### src/rtl/tick_generator_if.sv
// ---------------------------------------------------------------------------
// tick_generator_if
//
// Groups the tick generator's control inputs and strobe outputs into one
// bundle. The clock and reset stay as plain ports on the modules.
//
//   master : the tick generator itself (samples controls, drives strobes)
//   slave  : the consumer side (drives controls, receives strobes)
//
// Signals
//   uart_rx            asynchronous RX line, idle high
//   baud_resync_enable RX edges realign the baud counter while high
//   led_enable         gates led_tick only
//   chain_restart      synchronous clear of the segment/bit/LED chain
//   baud_tick          one-cycle UART sample strobe
//   segment_tick       one-cycle strobe per bit segment
//   bit_tick           one-cycle strobe per encoded bit
//   bit_index          index of the current bit within the LED word
//   led_tick           one-cycle strobe per LED word
//   frame_tick         one-cycle strobe per frame
//
// IDX_W must equal $clog2(BITS_PER_LED) of the attached tick_generator.
// ---------------------------------------------------------------------------
interface tick_generator_if #(
  parameter int IDX_W = 4
);
  logic             uart_rx;
  logic             baud_resync_enable;
  logic             led_enable;
  logic             chain_restart;
  logic             baud_tick;
  logic             segment_tick;
  logic             bit_tick;
  logic [IDX_W-1:0] bit_index;
  logic             led_tick;
  logic             frame_tick;

  modport master (
    input  uart_rx,
    input  baud_resync_enable,
    input  led_enable,
    input  chain_restart,
    output baud_tick,
    output segment_tick,
    output bit_tick,
    output bit_index,
    output led_tick,
    output frame_tick
  );

  modport slave (
    output uart_rx,
    output baud_resync_enable,
    output led_enable,
    output chain_restart,
    input  baud_tick,
    input  segment_tick,
    input  bit_tick,
    input  bit_index,
    input  led_tick,
    input  frame_tick
  );
endinterface

### src/rtl/tick_generator.sv
// ---------------------------------------------------------------------------
// tick_generator
//
// Single-clock generator of one-cycle clock-enable strobes:
//   - a UART baud tick that can realign to edges on the RX line,
//   - a cascaded segment -> bit -> LED-word tick chain with a bit index,
//   - a free-running frame tick.
// Every strobe is a registered single-cycle pulse; everything lives in the
// 'clock' domain, so consumers need no clock-domain crossings.
//
// Ports
//   clock  : sole clock (nominally 12 MHz)
//   reset  : synchronous, active-high; restarts every path as from power-up
//   bus    : tick_generator_if.master (controls in, strobes out)
//
// Divider rule used by every counter c with divisor D:
//   c == D-1 : c <= 0,   tick <= 1
//   else     : c <= c+1, tick <= 0
// ---------------------------------------------------------------------------
module tick_generator #(
  parameter int BAUD_DIVISOR     = 104,     // >= 4
  parameter int SEGMENT_DIVISOR  = 4,       // >= 2
  parameter int SEGMENTS_PER_BIT = 4,       // >= 2
  parameter int BITS_PER_LED     = 16,      // >= 2
  parameter int FRAME_DIVISOR    = 200000   // >= 2
) (
  input logic                clock,
  input logic                reset,
  tick_generator_if.master   bus
);

  localparam int BAUD_W  = $clog2(BAUD_DIVISOR);
  localparam int SEG_W   = $clog2(SEGMENT_DIVISOR);
  localparam int SPB_W   = $clog2(SEGMENTS_PER_BIT);
  localparam int IDX_W   = $clog2(BITS_PER_LED);
  localparam int FRAME_W = $clog2(FRAME_DIVISOR);

  localparam logic [BAUD_W-1:0]  BAUD_LAST   = BAUD_W'(BAUD_DIVISOR - 1);
  // Loading the counter half a bit "late" puts the next tick half a bit
  // period after the detected edge, i.e. in the middle of the RX bit.
  localparam logic [BAUD_W-1:0]  BAUD_RELOAD = BAUD_W'(BAUD_DIVISOR - BAUD_DIVISOR / 2);
  localparam logic [SEG_W-1:0]   SEG_LAST    = SEG_W'(SEGMENT_DIVISOR - 1);
  localparam logic [SPB_W-1:0]   SPB_LAST    = SPB_W'(SEGMENTS_PER_BIT - 1);
  localparam logic [IDX_W-1:0]   IDX_LAST    = IDX_W'(BITS_PER_LED - 1);
  localparam logic [FRAME_W-1:0] FRAME_LAST  = FRAME_W'(FRAME_DIVISOR - 1);

  // -------------------------------------------------------------------------
  // Baud path: RX synchroniser, edge detect, realignable divider
  // -------------------------------------------------------------------------
  logic              rx_meta;
  logic              rx_sync;
  logic              rx_last;
  logic              rx_edge;
  logic [BAUD_W-1:0] baud_cnt;
  logic              baud_tick;

  assign rx_edge = rx_sync ^ rx_last;

  always_ff @(posedge clock) begin
    if (reset) begin
      // Idle-high line: start "already idle" so release causes no false edge.
      rx_meta   <= 1'b1;
      rx_sync   <= 1'b1;
      rx_last   <= 1'b1;
      baud_cnt  <= '0;
      baud_tick <= 1'b0;
    end else begin
      rx_meta <= bus.uart_rx;
      rx_sync <= rx_meta;
      rx_last <= rx_sync;
      if (rx_edge && bus.baud_resync_enable) begin
        // Realignment wins over a coincident terminal count.
        baud_cnt  <= BAUD_RELOAD;
        baud_tick <= 1'b0;
      end else if (baud_cnt == BAUD_LAST) begin
        baud_cnt  <= '0;
        baud_tick <= 1'b1;
      end else begin
        baud_cnt  <= baud_cnt + 1'b1;
        baud_tick <= 1'b0;
      end
    end
  end

  // -------------------------------------------------------------------------
  // Segment / bit / LED-word chain
  // -------------------------------------------------------------------------
  logic [SEG_W-1:0] seg_cnt;
  logic [SPB_W-1:0] spb_cnt;
  logic [IDX_W-1:0] bit_index;
  logic             segment_tick;
  logic             bit_tick;
  logic             led_tick;
  logic             seg_term;
  logic             bit_term;
  logic             word_term;

  // Terminal conditions of the cascade are evaluated combinationally so that
  // all three strobes of one boundary land on the same edge.
  assign seg_term  = (seg_cnt == SEG_LAST);
  assign bit_term  = seg_term && (spb_cnt == SPB_LAST);
  assign word_term = bit_term && (bit_index == IDX_LAST);

  always_ff @(posedge clock) begin
    if (reset || bus.chain_restart) begin
      seg_cnt      <= '0;
      spb_cnt      <= '0;
      bit_index    <= '0;
      segment_tick <= 1'b0;
      bit_tick     <= 1'b0;
      led_tick     <= 1'b0;
    end else begin
      seg_cnt      <= seg_term ? '0 : seg_cnt + 1'b1;
      segment_tick <= seg_term;
      if (seg_term) begin
        spb_cnt <= (spb_cnt == SPB_LAST) ? '0 : spb_cnt + 1'b1;
      end
      // bit_index moves together with bit_tick, so during a bit_tick cycle it
      // already names the bit that is starting.
      if (bit_term) begin
        bit_index <= (bit_index == IDX_LAST) ? '0 : bit_index + 1'b1;
      end
      bit_tick <= bit_term;
      // led_enable masks the strobe only; the index keeps counting.
      led_tick <= word_term && bus.led_enable;
    end
  end

  // -------------------------------------------------------------------------
  // Frame path: free-running divider, cleared only by reset
  // -------------------------------------------------------------------------
  logic [FRAME_W-1:0] frame_cnt;
  logic               frame_tick;

  always_ff @(posedge clock) begin
    if (reset) begin
      frame_cnt  <= '0;
      frame_tick <= 1'b0;
    end else if (frame_cnt == FRAME_LAST) begin
      frame_cnt  <= '0;
      frame_tick <= 1'b1;
    end else begin
      frame_cnt  <= frame_cnt + 1'b1;
      frame_tick <= 1'b0;
    end
  end

  assign bus.baud_tick    = baud_tick;
  assign bus.segment_tick = segment_tick;
  assign bus.bit_tick     = bit_tick;
  assign bus.bit_index    = bit_index;
  assign bus.led_tick     = led_tick;
  assign bus.frame_tick   = frame_tick;

endmodule

### src/flat_wrapper.sv
// flat-port wrapper written by rule: the top's interface ports become plain ports
module tick_generator_flat 
#(
  parameter int BAUD_DIVISOR     = 104,            
  parameter int SEGMENT_DIVISOR  = 4,              
  parameter int SEGMENTS_PER_BIT = 4,              
  parameter int BITS_PER_LED     = 16,             
  parameter int FRAME_DIVISOR    = 200000          
)
  (clock, reset, bus_uart_rx, bus_baud_resync_enable, bus_led_enable, bus_chain_restart, bus_baud_tick, bus_segment_tick, bus_bit_tick, bus_bit_index, bus_led_tick, bus_frame_tick);
  tick_generator_if #(.IDX_W(($clog2((16))))) bus_i ();
  input logic clock;
  input logic reset;
  input wire logic [$bits(bus_i.uart_rx)-1:0] bus_uart_rx;
  input wire logic [$bits(bus_i.baud_resync_enable)-1:0] bus_baud_resync_enable;
  input wire logic [$bits(bus_i.led_enable)-1:0] bus_led_enable;
  input wire logic [$bits(bus_i.chain_restart)-1:0] bus_chain_restart;
  output wire logic [$bits(bus_i.baud_tick)-1:0] bus_baud_tick;
  output wire logic [$bits(bus_i.segment_tick)-1:0] bus_segment_tick;
  output wire logic [$bits(bus_i.bit_tick)-1:0] bus_bit_tick;
  output wire logic [$bits(bus_i.bit_index)-1:0] bus_bit_index;
  output wire logic [$bits(bus_i.led_tick)-1:0] bus_led_tick;
  output wire logic [$bits(bus_i.frame_tick)-1:0] bus_frame_tick;
  assign bus_i.uart_rx = bus_uart_rx;
  assign bus_i.baud_resync_enable = bus_baud_resync_enable;
  assign bus_i.led_enable = bus_led_enable;
  assign bus_i.chain_restart = bus_chain_restart;
  assign bus_baud_tick = bus_i.baud_tick;
  assign bus_segment_tick = bus_i.segment_tick;
  assign bus_bit_tick = bus_i.bit_tick;
  assign bus_bit_index = bus_i.bit_index;
  assign bus_led_tick = bus_i.led_tick;
  assign bus_frame_tick = bus_i.frame_tick;
  tick_generator #(.BAUD_DIVISOR(BAUD_DIVISOR), .SEGMENT_DIVISOR(SEGMENT_DIVISOR), .SEGMENTS_PER_BIT(SEGMENTS_PER_BIT), .BITS_PER_LED(BITS_PER_LED), .FRAME_DIVISOR(FRAME_DIVISOR)) u_core (.clock(clock), .reset(reset), .bus(bus_i));
endmodule
### config.mk
export PLATFORM = sky130hd
export DESIGN_NAME = tick_generator_flat
export DESIGN_NICKNAME = d
export VERILOG_FILES = /design/src/rtl/tick_generator_if.sv /design/src/rtl/tick_generator.sv /design/src/flat_wrapper.sv
export SDC_FILE = /design/constraint.sdc
export NUM_CORES = 1
export LEC_CHECK = 0
export ABC_AREA = 1
export CORE_MARGIN = 5
export CORE_UTILIZATION = 45
export DETAILED_ROUTE_END_ITERATION = 12
export GPL_ROUTABILITY_DRIVEN = 0
export HOLD_SLACK_MARGIN = 0.02
export PLACE_DENSITY = 0.69
export SETUP_SLACK_MARGIN = 0.05
export SKIP_LAST_GASP = 1
export SYNTH_ARGS = -nofsm -noshare
export SYNTH_HDL_FRONTEND = slang
export SYNTH_SLANG_ARGS = --single-unit
### constraint.sdc
create_clock -name clock -period 3.4 [get_ports clock]
set_input_delay 0.68 -clock clock [delete_from_list [all_inputs] [get_ports clock]]
set_output_delay 0.68 -clock clock [all_outputs]
set_load 0.01 [all_outputs]
==> out/metrics.cfg, run 1 <==
[clock_network]
post-cts-setup-buffers = 0
cts-buffers-inserted = 5
cts_resized = 0
cts.path.max_buffers = 2
htree_num_levels = 2
clock-sinks = 41
cts-root-buf = clkbuf_8
clk_pin_slew_ns = 0.08
cts_tree = built
cts_hold_buffers = 0
clk_latency_ns = 0.30

[timing]
hold_slack_ns = 0.412
finalCriticalPeriod_ns = 1.95
worst_slew_pin_slew_ns = 0.332
rsz0062_at_grt = no
fin_skew_ns = 0.00969
setup_viol = 0
relSlewSlack_pct = 77.8
fin_crit_sh_pct = 57.3
max_clock_freq_mhz = 514
fin_setup_tns_ns = 0
slew_violations = 0
hold_viol = 0

[status]
status = finished clean

[place]
dpl_cell_area_um2 = 2030
port_buffers = 14
post-dp-hpwl_um = 2450

[min_path]
min_path_type = reg2reg

[drt]
wl_per_cell_um = 10.5
drtIter0Drc = 103
via_count = 1541
drtPass1Iterations = 4
post-route-drc-count = 0
ant_nets = 0
wl_um = 3360
vias_per_cell = 4.80

[run]
drv_cap = 0

[setup_path]
endpoint_kind = output port
path_class = reg2out
cp_cell_sequence = clkdlybuf4s50_1
rrSetupSlack_ns = 1.96
slowest_delay_ns = 0.57
cp_max_fo = 4
critical_path.top_delay_family = buffers and inverters
arrival_ns = 1.27
cp_slowest_cell = clkdlybuf4s50_1
cp.required_ns = 2.72
startpoint_type = register
critPathBufInv = 1

[power_and_ir_drop]
internal_power_w = 0.000746
pwr-share-comb_pct = 3.8
vdd_ir_drop_max_mv = 0.245
p_seq_share_pct = 52.7
p_leak_nw = 0.771
powerDensity_nw_per_um2 = 440
p_clk_share_pct = 43.5
swShare_pct = 21.2
p_sw_w = 0.000200

[finish]
postLayoutCellArea_um2 = 2150
final-seq-area_um2 = 821
final_util_pct = 53.8
final_nets = 281
fillCellCount = 387
multiInputGateArea_um2 = 890
drive_above_1_share_pct = 9.59
antenna_cells = 0
area_growth_pct = 16.6

[die]
die_w_um = 74.1
die_y_um = 74.1
placementRows = 23
initial_core_util_pct = 46.2
core_area_um2 = 4000
die_area_um2 = 5480
io-pin-count = 15

[synth]
yosysWarningCount = 0
ys_seq_elements = 41
syn_avg_cell_area_um2 = 7.36
syn_nets = 262
synthArstFlopShare_pct = 0
syn_inst = 251
synth-seq-area-share_pct = 44.4
synth.distinct_cells = 28
mappedNetlistArea_um2 = 1850
ys.flop_type = dfxtp_1
synth_edf_count = 0

[grt]
grt_use_met1_pct = 17.1
grt_pass1_wl_um = 5720
grt.total_usage_pct = 13.5
grt_overflow = 0
grt_max_degree = 19
grt_pass1_vias = 1351
use_met3_pct = 4.86
busiest_layer = met2
grt_antenna_before_repair = 0
use_met2_pct = 20.3

[placed cells by master (no fill, tap or decap)]
| cell type | count |
|---|---|
| nor3_1 | 7 |
| nand3_1 | 10 |
| xor2_1 | 4 |
| nor3b_1 | 1 |
| clkdlybuf4s50_1 | 14 |
| inv_1 | 30 |
| o21ai_0 | 9 |
| a21oi_2 | 1 |
| nor2_1 | 43 |
| nand2_2 | 3 |
| or2_2 | 6 |
| nor2_2 | 2 |
| a31oi_1 | 1 |
| clkbuf_8 | 6 |
| nand3_2 | 2 |
| clkinvlp_4 | 1 |
| or2_1 | 1 |
| ha_1 | 5 |
| nand3b_1 | 2 |
| nand2_1 | 50 |
| xnor2_1 | 3 |
| nand2_4 | 1 |
| or2_0 | 1 |
| nand4_1 | 8 |
| inv_2 | 2 |
| dfxtp_1 | 41 |
| o21ai_1 | 1 |
| bufinv_16 | 1 |
| a21oi_1 | 14 |
| nor2_4 | 1 |
[cells in the mapped netlist, types with 2 or more instances]
cell | instances | area, um^2
nor3_1 | 7 | 35.0
xor2_1 | 4 | 35.0
nand3_2 | 2 | 20.0
nor2_2 | 2 | 12.5
or2_2 | 6 | 37.5
ha_1 | 5 | 62.6
o21ai_0 | 9 | 45.0
nand2_2 | 3 | 18.8
a21oi_1 | 14 | 70.1
nand4_1 | 8 | 50.1
nand3_1 | 10 | 50.1
nand2_1 | 50 | 188
inv_2 | 2 | 7.51
inv_1 | 30 | 113
nand3b_1 | 2 | 15.0
dfxtp_1 | 41 | 821
xnor2_1 | 3 | 26.3
nor2_1 | 43 | 161
[layer usage]
layer,up-vias,wire (um),share of wire (%)
met5,-,0,0
met4,0,90,2.7
met3,8,143,4.3
met2,24,1500,45
met1,678,1620,48
li1,831,-,-
[final timing paths]
| path | startpoint | end | cells past startpoint |
|---|---|---|---|
| max | u_core.bus.bit_index[3]$_SDFFE_PP0P_ | bus_bit_index[3] | 1 |
| min | u_core.rx_meta$_SDFF_PP1_ | u_core.rx_sync$_SDFF_PP1_ | 1 |
| max reg2reg | u_core.frame_cnt[0]$_SDFF_PP0_ | u_core.frame_cnt[17]$_SDFF_PP0_ | 6 |
| min reg2reg | u_core.rx_meta$_SDFF_PP1_ | u_core.rx_sync$_SDFF_PP1_ | 1 |
[per-stage QoR]
step	worst slack (ns)	std cells	total power [W]
after floorplan	1.96	251	0.000535
after global placement	1.41	313	0.000545
after detailed placement	1.35	313	0.000546
after CTS	1.44	321	0.000956
after global routing	1.41	321	0.000983
final	1.45	321	0.000946
[kinds of logic after synthesis]
kind of cell / share of synthesized area (%)
fa+ha+maj: 3.39
flops: 44.4
buf+inv: 7.38
compound gates: 7.32
simple gates: 34.1
xor+xnor: 3.32
[layout make-up]
cell class              count  share of cell area (%)
flip-flops and latches     41                    38.1
multi-input cells         176                    41.3
repair buffers             14                    6.51
clock inverters             2                    1.74
well taps                  50                    2.91
clock buffers               6                    3.83
inverters                  32                    5.58
[power by group through the flow]
| stage | clock, W | sequential [W] | combinational, W |
|---|---|---|---|
| after floorplan | 0 | 0.000509 | 0.0000268 |
| after global placement | 0 | 0.000510 | 0.0000355 |
| after detailed placement | 0 | 0.000510 | 0.0000359 |
| after CTS | 0.000421 | 0.000499 | 0.0000362 |
| after global routing | 0.000440 | 0.000501 | 0.0000417 |
| final | 0.000412 | 0.000499 | 0.0000356 |
[flip-flops by register name, indices dropped and copies added (netlist names)]
register and cells:
u_core.rx_last 1, u_core.bus.led_tick 1, u_core.baud_cnt 7, u_core.rx_meta 1, u_core.seg_cnt 2, u_core.spb_cnt 2, u_core.bus.bit_tick 1, u_core.rx_sync 1
u_core.bus.segment_tick 1, u_core.frame_cnt 18, u_core.bus.bit_index 4, u_core.bus.baud_tick 1, u_core.bus.frame_tick 1
Note: power is estimated with default switching activity, not from simulation.
==> inputs of run 2 (changes only) <==
==> constraint.sdc (replaced) <==
create_clock -name clock -period 2 [get_ports clock]
set_input_delay 0.4 -clock clock [delete_from_list [all_inputs] [get_ports clock]]
set_output_delay 0.4 -clock clock [all_outputs]
set_load 0.01 [all_outputs]
==> run 2 against run 1 <==
  * Global-route usage up 0.60 points
  * Flip-flop and latch count unchanged
  * Worst setup slack worse by 1.1 ns
  * Non-clock buffer count up 1
  * Register-to-register slack worse by 1.4 ns
  * Count of clock-buffer cells in the layout unchanged
  * Critical endpoint unchanged
  * Highest routed layer unchanged
==> out/metrics.cfg, run 2 (synthesized netlist as in run 1, its figures left out) <==
[drt]
via_count = 1533  ; -0.52%
vias_per_cell = 4.76  ; -0.83%
wl_um = 3250  ; -3.4%
post-route-drc-count = 0  ; unchanged
drtPass1Iterations = 4  ; unchanged
wl_per_cell_um = 10.1  ; -3.7%
drtIter0Drc = 84  ; -18%
ant_nets = 0  ; unchanged

[finish]
reg_top3 = u_core.frame_cnt (18), u_core.baud_cnt (7), u_core.bus.bit_index (4)
regMostFlops = u_core.frame_cnt
area_growth_pct = 17.0
final_util_pct = 54.0  ; +0.19 points
largest_register_ffs = 18  ; unchanged
antenna_cells = 0  ; unchanged
fillCellCount = 414  ; +7.0%
drive_above_1_share_pct = 9.93  ; +0.33 points
final_common_cell = nand2_1
mostFrequentLayoutCells = nand2_1, nor2_1, dfxtp_1
final_nets = 282  ; +0.36%

[power_and_ir_drop]
internal_power_w = 0.00127  ; +70%
vdd_ir_drop_max_mv = 0.298  ; +22%
p_clk_share_pct = 43.3  ; -0.2 points
p_leak_nw = 0.776  ; +0.62%
pwr-share-comb_pct = 3.9  ; about the same
swShare_pct = 20.9  ; -0.25 points
p_seq_share_pct = 52.8  ; about the same
p_sw_w = 0.000336  ; +68%
powerDensity_nw_per_um2 = 743  ; +69%

[run]
drv_cap = 0  ; unchanged

[die]
placementRows = 23  ; unchanged
core_area_um2 = 4000  ; unchanged
io-pin-count = 15  ; unchanged
die_y_um = 74.1  ; unchanged
die_area_um2 = 5480  ; unchanged
die_w_um = 74.1  ; unchanged
initial_core_util_pct = 46.2  ; unchanged

[clock_network]
post-cts-setup-buffers = 0  ; unchanged
cts_resized = 0  ; unchanged
cts.path.max_buffers = 2  ; unchanged
clock-sinks = 41  ; unchanged
htree_num_levels = 2  ; unchanged
clk_latency_ns = 0.29  ; about the same
cts_tree = built
cts_hold_buffers = 0  ; unchanged
clk_pin_slew_ns = 0.08  ; about the same
cts-buffers-inserted = 5  ; unchanged
cts-root-buf = clkbuf_8

[grt]
grt_max_degree = 19  ; unchanged
grt_antenna_before_repair = 0  ; unchanged
grt_pass1_wl_um = 5980  ; +4.5%
grt_overflow = 0  ; unchanged
grt.total_usage_pct = 14.1  ; +0.60 points
grt_pass1_vias = 1432  ; +6.0%

[setup_path]
endpoint_kind = output port
cp.required_ns = 1.60  ; -1.12 ns
cp_max_fo = 4  ; unchanged
critPathBufInv = 1  ; unchanged
cp_cell_sequence = clkdlybuf4s50_1
cp_slowest_cell = clkdlybuf4s50_1
path_class = reg2out
critical_path.top_delay_family = buffers and inverters
startpoint_type = register
arrival_ns = 1.26  ; about the same
slowest_delay_ns = 0.56  ; about the same

[place]
port_buffers = 14  ; unchanged
post-dp-hpwl_um = 2400  ; -2.3%

[timing]
fin_crit_sh_pct = 83.2
hold_viol = 0  ; unchanged
fin_setup_tns_ns = 0  ; unchanged
setup_viol = 0  ; unchanged
max_clock_freq_mhz = 601
finalCriticalPeriod_ns = 1.66
worst_slew_pin_slew_ns = 0.234  ; -0.0984 ns
slew_violations = 0  ; unchanged
fin_skew_ns = 0.00187  ; -0.00781 ns
rsz0062_at_grt = no
relSlewSlack_pct = 84.3  ; +6.5 points

[status]
status = finished clean

[min_path]
min_path_type = reg2reg

==> run 2: cell count changes in the layout (fill, tap and decap cells not counted), sizes merged <==
cell / change
buf: +1
==> run 2: final cells by class <==
class / instances / area [um^2] / area share [%]
multi-input combinational: 176 / 890 / 41.2
tap: 50 / 62.6 / 2.90
clock inverter: 2 / 37.5 / 1.74
clock buffer: 6 / 82.6 / 3.82
inverter: 32 / 120 / 5.56
timing repair buffer: 15 / 148 / 6.83
sequential: 41 / 821 / 38.0
==> run 2: final timing paths <==
kind | start | to | slack [ns] | cells past startpoint
max | u_core.bus.bit_index[3]$_SDFFE_PP0P_ | bus_bit_index[3] | 0.34 | 1
min | u_core.rx_meta$_SDFF_PP1_ | u_core.rx_sync$_SDFF_PP1_ | 0.41 | 1
max reg2reg | u_core.frame_cnt[0]$_SDFF_PP0_ | u_core.frame_cnt[11]$_SDFF_PP0_ | 0.58 | 6
min reg2reg | u_core.rx_meta$_SDFF_PP1_ | u_core.rx_sync$_SDFF_PP1_ | 0.41 | 1
==> run 2: metal layers <==
layer	global-route usage (%)	share of wire, %	vias up
met1	17.7	49	670
met3	4.46	4.2	7
met4	6.64	2.1	0
met2	21.9	45	23
li1	-	-	833
met5	0	0	-
==> run 2: power groups by stage <==
stage	combinational, W	clock [W]	sequential, W
2_1_floorplan	0.0000456	0	0.000865
3_3_place_gp	0.0000616	0	0.000867
3_5_place_dp	0.0000633	0	0.000868
4_1_cts	0.0000636	0.000719	0.000848
5_1_grt	0.0000737	0.000749	0.000851
6_report	0.0000626	0.000695	0.000848
==> run 2: through the flow <==
step / power (W) / hold WS [ns] / area (um^2) / cells / setup WS, ns
after global routing: 0.00167 / 0.453 / 2160 / 322 / 0.288
after CTS: 0.00163 / 0.418 / 2160 / 322 / 0.323
after global placement: 0.000928 / 0.393 / 2040 / 314 / 0.383
after floorplan: 0.000910 / 0.389 / 1850 / 251 / 0.704
final: 0.00161 / 0.413 / 2160 / 322 / 0.336
after detailed placement: 0.000931 / 0.398 / 2040 / 314 / 0.368
==> inputs of run 3 (changes only) <==
--- a/config.mk
+++ b/config.mk
@@ -11,7 +11,7 @@
 export DETAILED_ROUTE_END_ITERATION = 12
 export GPL_ROUTABILITY_DRIVEN = 0
 export HOLD_SLACK_MARGIN = 0.02
-export PLACE_DENSITY = 0.69
+export PLACE_DENSITY = 0.72
 export SETUP_SLACK_MARGIN = 0.05
 export SKIP_LAST_GASP = 1
 export SYNTH_ARGS = -nofsm -noshare
==> constraint.sdc (replaced) <==
create_clock -name clock -period 1.5 [get_ports clock]
set_input_delay 0.3 -clock clock [delete_from_list [all_inputs] [get_ports clock]]
set_output_delay 0.3 -clock clock [all_outputs]
set_load 0.01 [all_outputs]
==> run 3 against run 2 <==
  * Cell count grew 1.6%
  * Largest cell class unchanged
  * Flip-flop and latch count stayed put
  * Largest power group unchanged
  * Critical path type is now reg2reg
  * Via count up 3.7%
  * Utilization increased by 1.3 points
==> out/metrics.cfg, run 3 (synthesized netlist as in run 1, its figures left out) <==
[power_and_ir_drop]
swShare_pct = 21.6  ; +0.71 points
powerDensity_nw_per_um2 = 979  ; +32%
p_sw_w = 0.000469  ; +40%
vdd_ir_drop_max_mv = 0.419  ; +41%
p_clk_share_pct = 43.3  ; about the same
p_leak_nw = 0.886  ; +14%
pwr-share-comb_pct = 4.5  ; +0.6 points
design_power_total_w = 0.00217  ; +35%
internal_power_w = 0.00170  ; +34%
p_seq_share_pct = 52.2  ; -0.6 points

[setup_path]
cp_cell_sequence = ha_1 > nand3_4 > nor2_1 > nand3_2 > nand2_2 > a21oi_1
rrSetupSlack_ns = 0.12  ; -0.46 ns
timing.rr.end = u_core.frame_cnt[4]$_SDFF_PP0_
worstReg2RegStart = u_core.frame_cnt[1]$_SDFF_PP0_
crit_path_start = u_core.frame_cnt[1]$_SDFF_PP0_
critical_path.top_delay_family = simple AND/OR/NAND/NOR gates
worstRegToRegCells = 6  ; unchanged
cp_slowest_cell = dfxtp_1
startpoint_type = register
slowest_delay_ns = 0.35  ; -0.21 ns
critPathBufInv = 0  ; -1
path_class = reg2reg
cp_max_fo = 7  ; +3
cp.required_ns = 1.69  ; +0.09 ns
arrival_ns = 1.57  ; +0.31 ns
endpoint_kind = register

[status]
status = finished clean

[finish]
final_cells = 327  ; +1.6%
final_common_cell = nand2_1
final_util_pct = 55.4  ; +1.3 points
antenna_cells = 0  ; unchanged
regMostFlops = u_core.frame_cnt
reg_top3 = u_core.frame_cnt (18), u_core.baud_cnt (7), u_core.bus.bit_index (4)
largest_register_ffs = 18  ; unchanged
final_nets = 287  ; +1.8%
multiInputGateArea_um2 = 920  ; +3.4%
final-seq-area_um2 = 822  ; +0.15%
drive_above_1_share_pct = 12.3  ; +2.3 points
fillCellCount = 372  ; -10%
mostFrequentLayoutCells = nand2_1, nor2_1, dfxtp_1
area_growth_pct = 19.9

[die]
die_area_um2 = 5480  ; unchanged
core_area_um2 = 4000  ; unchanged
die_w_um = 74.1  ; unchanged
die_y_um = 74.1  ; unchanged
initial_core_util_pct = 46.2  ; unchanged
io-pin-count = 15  ; unchanged
placementRows = 23  ; unchanged

[drt]
drtIter0Drc = 150  ; +79%
drtPass1Iterations = 4  ; unchanged
via_count = 1589  ; +3.7%
ant_nets = 0  ; unchanged
wl_per_cell_um = 11.1  ; +10%
wl_um = 3630  ; +12%
post-route-drc-count = 0  ; unchanged
vias_per_cell = 4.86  ; +2.1%

[min_path]
hold-path-cell-count = 1  ; unchanged
min_delay_worst_endpoint = u_core.rx_sync$_SDFF_PP1_
hold_start = u_core.rx_meta$_SDFF_PP1_
min_path_type = reg2reg

[timing]
rsz0062_at_grt = yes
relSlewSlack_pct = 81.2  ; -3.1 points
hold_viol = 0  ; unchanged
fin_skew_ns = 0.00922  ; +0.00735 ns
max_clock_freq_mhz = 724
fin_crit_sh_pct = 92.1
setup_viol = 0  ; unchanged
slew_violations = 0  ; unchanged
finalCriticalPeriod_ns = 1.38
worst_slew_pin_slew_ns = 0.282  ; +0.0478 ns

[clock_network]
htree_num_levels = 2  ; unchanged
cts.path.max_buffers = 2  ; unchanged
clock-sinks = 41  ; unchanged
cts_tree = built
cts-root-buf = clkbuf_8
clk_pin_slew_ns = 0.08  ; about the same
cts-buffers-inserted = 5  ; unchanged
post-cts-setup-buffers = 0  ; unchanged
clk_latency_ns = 0.30  ; about the same
cts_hold_buffers = 0  ; unchanged

[run]
drv_cap = 0  ; unchanged

[grt]
grt_pass1_wl_um = 6060  ; +1.4%
grt_pass1_vias = 1396  ; -2.5%
grt_antenna_before_repair = 0  ; unchanged
grt_overflow = 0  ; unchanged
grt_max_degree = 19  ; unchanged
grt.total_usage_pct = 14.3  ; +0.19 points

[place]
post-dp-hpwl_um = 2570  ; +7.0%
port_buffers = 14  ; unchanged
dp_cells = 317  ; +0.96%

run 3: changes by cell type in the layout (fill, tap and decap cells not counted), moves of 3 or more:
cell and delta:
clkdlybuf4s50_1 -9, buf_4 +3, dlymetal6s2s_1 +3, dlygate4sd2_1 +6
run 3: power groups by stage:
stage	combinational [W]	sequential [W]	clock, W
2_1_floorplan	0.0000608	0.00115	0
3_3_place_gp	0.0000909	0.00115	0
3_5_place_dp	0.0000932	0.00116	0
4_1_cts	0.0000937	0.00113	0.000963
5_1_grt	0.000112	0.00114	0.00100
6_report	0.0000980	0.00113	0.000939
run 3: worst max path at each step:
stage	endpoint	depth (start not counted)	slack, ns
CTS	bus_bit_index[3]	1	-0.02
global route	u_core.frame_cnt[15]$_SDFF_PP0_	6	0.03
detailed placement	u_core.spb_cnt[1]$_SDFFE_PP0P_	5	0.03
finish	u_core.frame_cnt[4]$_SDFF_PP0_	6	0.12
global placement	u_core.spb_cnt[0]$_SDFFE_PP0P_	5	0.10
floorplan	u_core.frame_cnt[16]$_SDFF_PP0_	7	0.20
run 3: cell type report:
| cell class | count | share of cell area [%] |
|---|---|---|
| sequential | 41 | 37.1 |
| tap | 50 | 2.82 |
| timing repair buffer | 18 | 7.68 |
| inverter | 32 | 5.42 |
| clock inverter | 2 | 1.69 |
| clock buffer | 6 | 3.73 |
| multi-input combinational | 178 | 41.5 |
run 3: timing repair:
action,CTS,global route
cloned,0,2
resized for setup,7,6
pin swaps,0,2
setup endpoints to repair,7,21
run 3: worst reg2reg max path: cells and delay by family, from the launching register on:
family / cells / cell delay [ns]
AO/OA/AOI/OAI: 1 / 0.05
adder cells (fa/ha/maj): 1 / 0.24
flip-flops: 1 / 0.35
AND/OR/NAND/NOR: 4 / 0.64
run 3: layer usage:
layer  global-route usage (%)  up-vias  share of wire (%)
li1                         -      850                  -
met1                     18.6      688                 47
met2                     21.7       44                 45
met3                     4.32        7                6.2
met4                     6.64        0                1.9
met5                        0        -                  0
run 3: metrics by stage:
step	hold WS (ns)	setup slack (ns)	setup TNS (ns)	cell area [um^2]
after floorplan	0.389	0.204	0	1850
after global routing	0.459	0.0308	0	2210
final	0.428	0.118	0	2210
after CTS	0.431	-0.0244	-0.0244	2180
after global placement	0.396	0.102	0	2060
after detailed placement	0.415	0.0323	0	2060
